$ cat config.mk
export PLATFORM = sky130hd
export DESIGN_NAME = uart_packet_loader
export DESIGN_NICKNAME = d
export VERILOG_FILES = /design/src/rtl/uart_packet_loader.sv
export SDC_FILE = /design/constraint.sdc
export NUM_CORES = 1
export LEC_CHECK = 0
export CORE_MARGIN = 2
export CORE_UTILIZATION = 30
export CTS_CLUSTER_DIAMETER = 40
export DETAILED_ROUTE_END_ITERATION = 12
export PLACE_DENSITY_LB_ADDON = 0.05
export SLEW_MARGIN = 5
export SYNTH_ARGS = -nofsm -noshare
export SYNTH_HDL_FRONTEND = slang
export SYNTH_SLANG_ARGS = --single-unit
$ cat constraint.sdc
create_clock -name CLK_UART_i -period 3.4 [get_ports CLK_UART_i]
set_clock_uncertainty 0.2 [all_clocks]
set_input_delay 0.51 -clock CLK_UART_i [delete_from_list [all_inputs] [get_ports CLK_UART_i]]
set_output_delay 0.51 -clock CLK_UART_i [all_outputs]
set_load 0.01 [all_outputs]
$ cat src/rtl/uart_packet_loader.sv
// rtl/uart_packet_loader.sv - length-prefixed checksummed packet parser with payload buffer
// Optional inter-byte timeout: define LOADER_TIMEOUT_EN.
module uart_packet_loader #(
   parameter int DEPTH          = 16,
   parameter int ADDR_W         = 4,
   parameter int TIMEOUT_CYCLES = 50000
) (
   input  logic              CLK_UART_i,
   input  logic              RST_UART_i,
   input  logic [7:0]        rx_data_i,
   input  logic              rx_valid_i,
   input  logic [ADDR_W-1:0] rd_addr_i,
   output logic [7:0]        rd_data_o,
   output logic              busy_o,
   output logic              done_o,
   output logic              err_o,
   output logic [1:0]        err_code_o,
   output logic [ADDR_W:0]   len_o
);

   typedef enum logic [1:0] {S_IDLE, S_LEN, S_DATA, S_CSUM} state_t;

   state_t            state, state_d;
   logic [7:0]        mem [DEPTH];
   logic [ADDR_W:0]   len_q, len_q_d, len_d;
   logic [ADDR_W-1:0] cnt, cnt_d;
   logic [7:0]        sum, sum_d, sum_next;
   logic              done_d, err_d, wr_en, timeout;
   logic [1:0]        code_d;

`ifdef LOADER_TIMEOUT_EN
   localparam int TW = $clog2(TIMEOUT_CYCLES);
   logic [TW-1:0] tmo_cnt;

   always_ff @(posedge CLK_UART_i or posedge RST_UART_i) begin
      if (RST_UART_i)
         tmo_cnt <= '0;
      else if (rx_valid_i || state == S_IDLE)
         tmo_cnt <= '0;
      else
         tmo_cnt <= tmo_cnt + 1'b1;
   end

   // A byte in the same cycle wins over the timeout
   assign timeout = (state != S_IDLE) && !rx_valid_i && (tmo_cnt == TW'(TIMEOUT_CYCLES - 1));
`else
   assign timeout = 1'b0;
`endif

   assign sum_next = sum + rx_data_i;
   assign busy_o   = (state != S_IDLE);

   always_comb begin
      state_d = state;
      len_q_d = len_q;
      cnt_d   = cnt;
      sum_d   = sum;
      done_d  = 1'b0;
      err_d   = 1'b0;
      code_d  = err_code_o;
      len_d   = len_o;
      wr_en   = 1'b0;
      if (rx_valid_i) begin
         case (state)
            S_IDLE: if (rx_data_i == 8'hA5) state_d = S_LEN;
            S_LEN: begin
               if (rx_data_i == 8'd0 || rx_data_i > 8'(DEPTH)) begin
                  err_d   = 1'b1;
                  code_d  = 2'd1;
                  state_d = S_IDLE;
               end else begin
                  len_q_d = rx_data_i[ADDR_W:0];
                  cnt_d   = '0;
                  sum_d   = rx_data_i;
                  state_d = S_DATA;
               end
            end
            S_DATA: begin
               wr_en = 1'b1;
               sum_d = sum_next;
               cnt_d = cnt + 1'b1;
               if ({1'b0, cnt} == len_q - 1'b1) state_d = S_CSUM;
            end
            S_CSUM: begin
               if (sum_next == 8'd0) begin
                  done_d = 1'b1;
                  len_d  = len_q;
               end else begin
                  err_d  = 1'b1;
                  code_d = 2'd2;
               end
               state_d = S_IDLE;
            end
            default: state_d = S_IDLE;
         endcase
      end else if (timeout) begin
         err_d   = 1'b1;
         code_d  = 2'd3;
         state_d = S_IDLE;
      end
   end

   always_ff @(posedge CLK_UART_i or posedge RST_UART_i) begin
      if (RST_UART_i) begin
         state      <= S_IDLE;
         len_q      <= '0;
         cnt        <= '0;
         sum        <= '0;
         done_o     <= 1'b0;
         err_o      <= 1'b0;
         err_code_o <= 2'd0;
         len_o      <= '0;
         rd_data_o  <= 8'd0;
      end else begin
         state      <= state_d;
         len_q      <= len_q_d;
         cnt        <= cnt_d;
         sum        <= sum_d;
         done_o     <= done_d;
         err_o      <= err_d;
         err_code_o <= code_d;
         len_o      <= len_d;
         rd_data_o  <= mem[rd_addr_i];
      end
   end

   // Buffer is deliberately left out of reset so it maps onto block RAM
   always_ff @(posedge CLK_UART_i) begin
      if (wr_en) mem[cnt] <= rx_data_i;
   end

endmodule

==> flow_metrics.py <==
metrics = {
    "outcome": {
        "status": "complete, no violations",
    },
    "floorplanning": {
        "initial_core_util_pct": 30.62,
        "rows": 55,
        "die_h_um": 156.0,
        "die_w_um": 156.0,
        "die_area_um2": 24340,
        "coreArea_um2": 22640,
        "pin_count": 33,
    },
    "synthesis": {
        "synthArstFlopShare_pct": 21.95,
        "post-synth-top-area-fraction_pct": 55.45,
        "synth_edf_count": 128,
        "yosys.cell_types.count": 51,
        "syn_inst": 388,
        "synth_area_um2": 6932,
        "synthTopCellsByArea": "edfxtp_1, dfrtp_1, mux4_2",
        "synth_most_common_cell": "edfxtp_1",
        "synth-seq-cells": 164,
        "ys_warn_count": 0,
        "ys_seq_area_share_pct": 68.45,
        "synth_commonest_cells": "edfxtp_1, mux4_2, dfrtp_1, and2_1, nand2_1",
        "ys.flop_type": "edfxtp_1",
        "syn-num-nets": 416,
        "syn_avg_cell_area_um2": 17.87,
        "synth_area_leader_cell": "edfxtp_1",
    },
    "detailed_routing": {
        "via_count": 3623,
        "via_per_inst": 4.761,
        "drc_errors": 0,
        "routedWlPerCell_um": 22.58,
        "ant_nets": 0,
        "dr.pass1.iters": 4,
        "drtIter0Drc": 211,
        "totalWireLength_um": 17190,
    },
    "finish": {
        "final_cells": 761,
        "synthToLayoutAreaGrowth_pct": 21.84,
        "drive_gt1_share_pct": 28.15,
        "antenna_cells": 0,
        "nets": 491,
        "fin_area_um2": 8446,
    },
    "hold_path": {
        "min_path_type": "flip-flop to flip-flop",
    },
    "power_and_ir_drop": {
        "swShare_pct": 23.61,
        "irDropWorstVdd_mv": 0.3041,
        "pwr-share-comb_pct": 6.6,
        "leakagePower_nw": 2.984,
        "clkPwrFrac_pct": 43.7,
        "intPower_mw": 3.370,
        "switchingPower_mw": 1.042,
        "seq_power_share_pct": 49.7,
        "powerDensity_nw_per_um2": 522.4,
    },
    "timing": {
        "hold_violations": 0,
        "hold_ws_ns": 0.2970,
        "fin_crit_sh_pct": 95.32,
        "slew_violations": 0,
        "layout_min_cycle_time_ns": 3.241,
        "fmax_ghz": 0.3086,
        "worstMarginPinSlew_ns": 1.005,
        "finalSetupViolCount": 0,
        "slew_headroom_pct": 32.61,
        "rsz0062_at_grt": "no",
    },
    "grt": {
        "use_met2_pct": 24.06,
        "top_usage_layer": "met2",
        "use_met3_pct": 3.361,
        "grt.met1_usage_pct": 20.86,
        "antenna_found_initial": 0,
        "grt_max_degree": 33,
        "grt_pass1_wl_um": 25880,
        "grt-ovfl-total": 0,
        "grt_pass1_vias": 3788,
        "grt_usage_pct": 15.15,
    },
    "setup_path": {
        "path_cells": "clkdlybuf4s50_1, inv_1, fa_1, nand2b_1, a21oi_1, xor2_1, or3_1, or4_4, mux2_4",
        "worstSetupPathType": "primary input to flip-flop",
        "crit_slowest_cell": "or4_4",
        "cp-start-kind": "primary input",
        "cp_max_fo": 5,
        "max_stage_delay_ns": 0.57,
        "critPathCaptureType": "flip-flop",
        "cp_data_arrival_time_ns": 3.34,
        "cp.required_ns": 3.50,
    },
    "placement": {
        "dp_cells": 729,
        "io_buffers": 32,
        "placed_area_um2": 7856,
        "hpwl_um": 11460,
        "routabilityCongestion": 0.7510,
    },
    "cts": {
        "postCtsHoldBufs": 0,
        "insertion_delay_ns": 0.42,
        "cts_buffer_depth": 2,
        "htreeDepth": 4,
        "cts_setup_buffers": 0,
        "tritoncts": "yes",
        "cts_root_buffer": "clkbuf_16",
        "cts_resized": 0,
        "clk_pin_slew_ns": 0.07,
        "cts_num_sinks": 164,
        "cts_made_buffers": 17,
    },
    "run": {
        "drv_cap": 0,
    },
}
-- final cells by class --
cell class,count,area [um2]
clock buffers,18,429.2
clock inverters,14,160.2
fillers,2084,14190
inverters,11,41.29
multi-input cells,196,2053
flip-flops and latches,164,4745
well taps,285,356.6
repair buffers,73,660.6
-- sequential cells by signal, indices dropped and copies added, names as in the netlist, named ones only --
name	cells
cnt	4
done_o	1
err_code_o	2
err_o	1
len_o	5
len_q	5
mem	128
rd_data_o	8
state	1
sum	8
-- critical path, delay by kind of cell --
kind            cells  cell delay [ns]
fa+ha+maj           1             0.45
simple gates        3             1.13
buf+inv             2             0.65
xor+xnor            1             0.09
mux                 1             0.33
compound gates      1             0.17
-- power groups by stage --
stage	combinational [mW]	clock, mW	sequential (mW)
2_1_floorplan	0.138	0	2.24
3_3_place_gp	0.301	0	2.23
3_5_place_dp	0.302	0	2.23
4_1_cts	0.302	1.98	2.19
5_1_grt	0.324	2.06	2.19
6_report	0.293	1.93	2.19
-- cells by family after synthesis --
group	Yosys count	share of synthesized area (%)
AOI/OAI and AO/OA	34	3.412
xor gates and xnor gates	13	1.643
DFF	164	68.45
muxes	55	15.61
buffers and inverters	28	1.931
and+or+nand+nor	81	6.498
adders and majority gates	13	2.455
-- worst paths after layout --
check / startpoint / endpoint / slack, ns / cells past startpoint
max: rx_data_i[1] / len_o[4] / 0.16 / 9
min: sum[3] / sum[3] / 0.30 / 2
min in group asynchronous: RST_UART_i / err_o / 0.32 / 2
max reg2reg: sum[0] / len_o[4] / 0.40 / 9
max in group asynchronous: RST_UART_i / rd_data_o[1] / 2.00 / 3
min reg2reg: sum[3] / sum[3] / 0.30 / 2
-- layout by cell type, fill, tap and decap left out, types with 3 or more instances in the layout --
master and instances:
nor3_1 8, inv_8 5, xnor2_1 8, nand2_1 17, mux2_2 5, edfxtp_1 128, nor4_1 4, inv_6 3
mux2_4 5, a21oi_1 9, mux2i_1 5, nand4_1 3, mux4_2 40, ha_1 12, buf_4 38, nor3b_1 3
o31ai_1 3, xor2_1 5, inv_1 9, clkbuf_16 17, nor2_1 9, buf_12 3, and2_1 20, dfrtp_1 36
clkinvlp_4 3, and3_1 3, clkdlybuf4s50_1 31, o21ai_0 9
-- metal layers --
layer  routed length (um)  vias to the layer above
met1                 8155                     1866
met3                  517                       11
met5                    0                        -
li1                     -                     1678
met2                 8208                       68
met4                  305                        0
-- metrics by stage --
stage	setup TNS (ns)	setup slack, ns	utilization (%)	total power, mW
6_report	0	0.1592	37.30	4.412
5_1_grt	0	0.02647	37.30	4.576
4_1_cts	0	0.1664	37.30	4.470
3_5_place_dp	-1.526	-0.2709	34.70	2.537
3_3_place_gp	-1.558	-0.2743	34.70	2.536
2_1_floorplan	0	0.3082	-	2.376
Note: power is estimated with default switching activity, not from simulation.
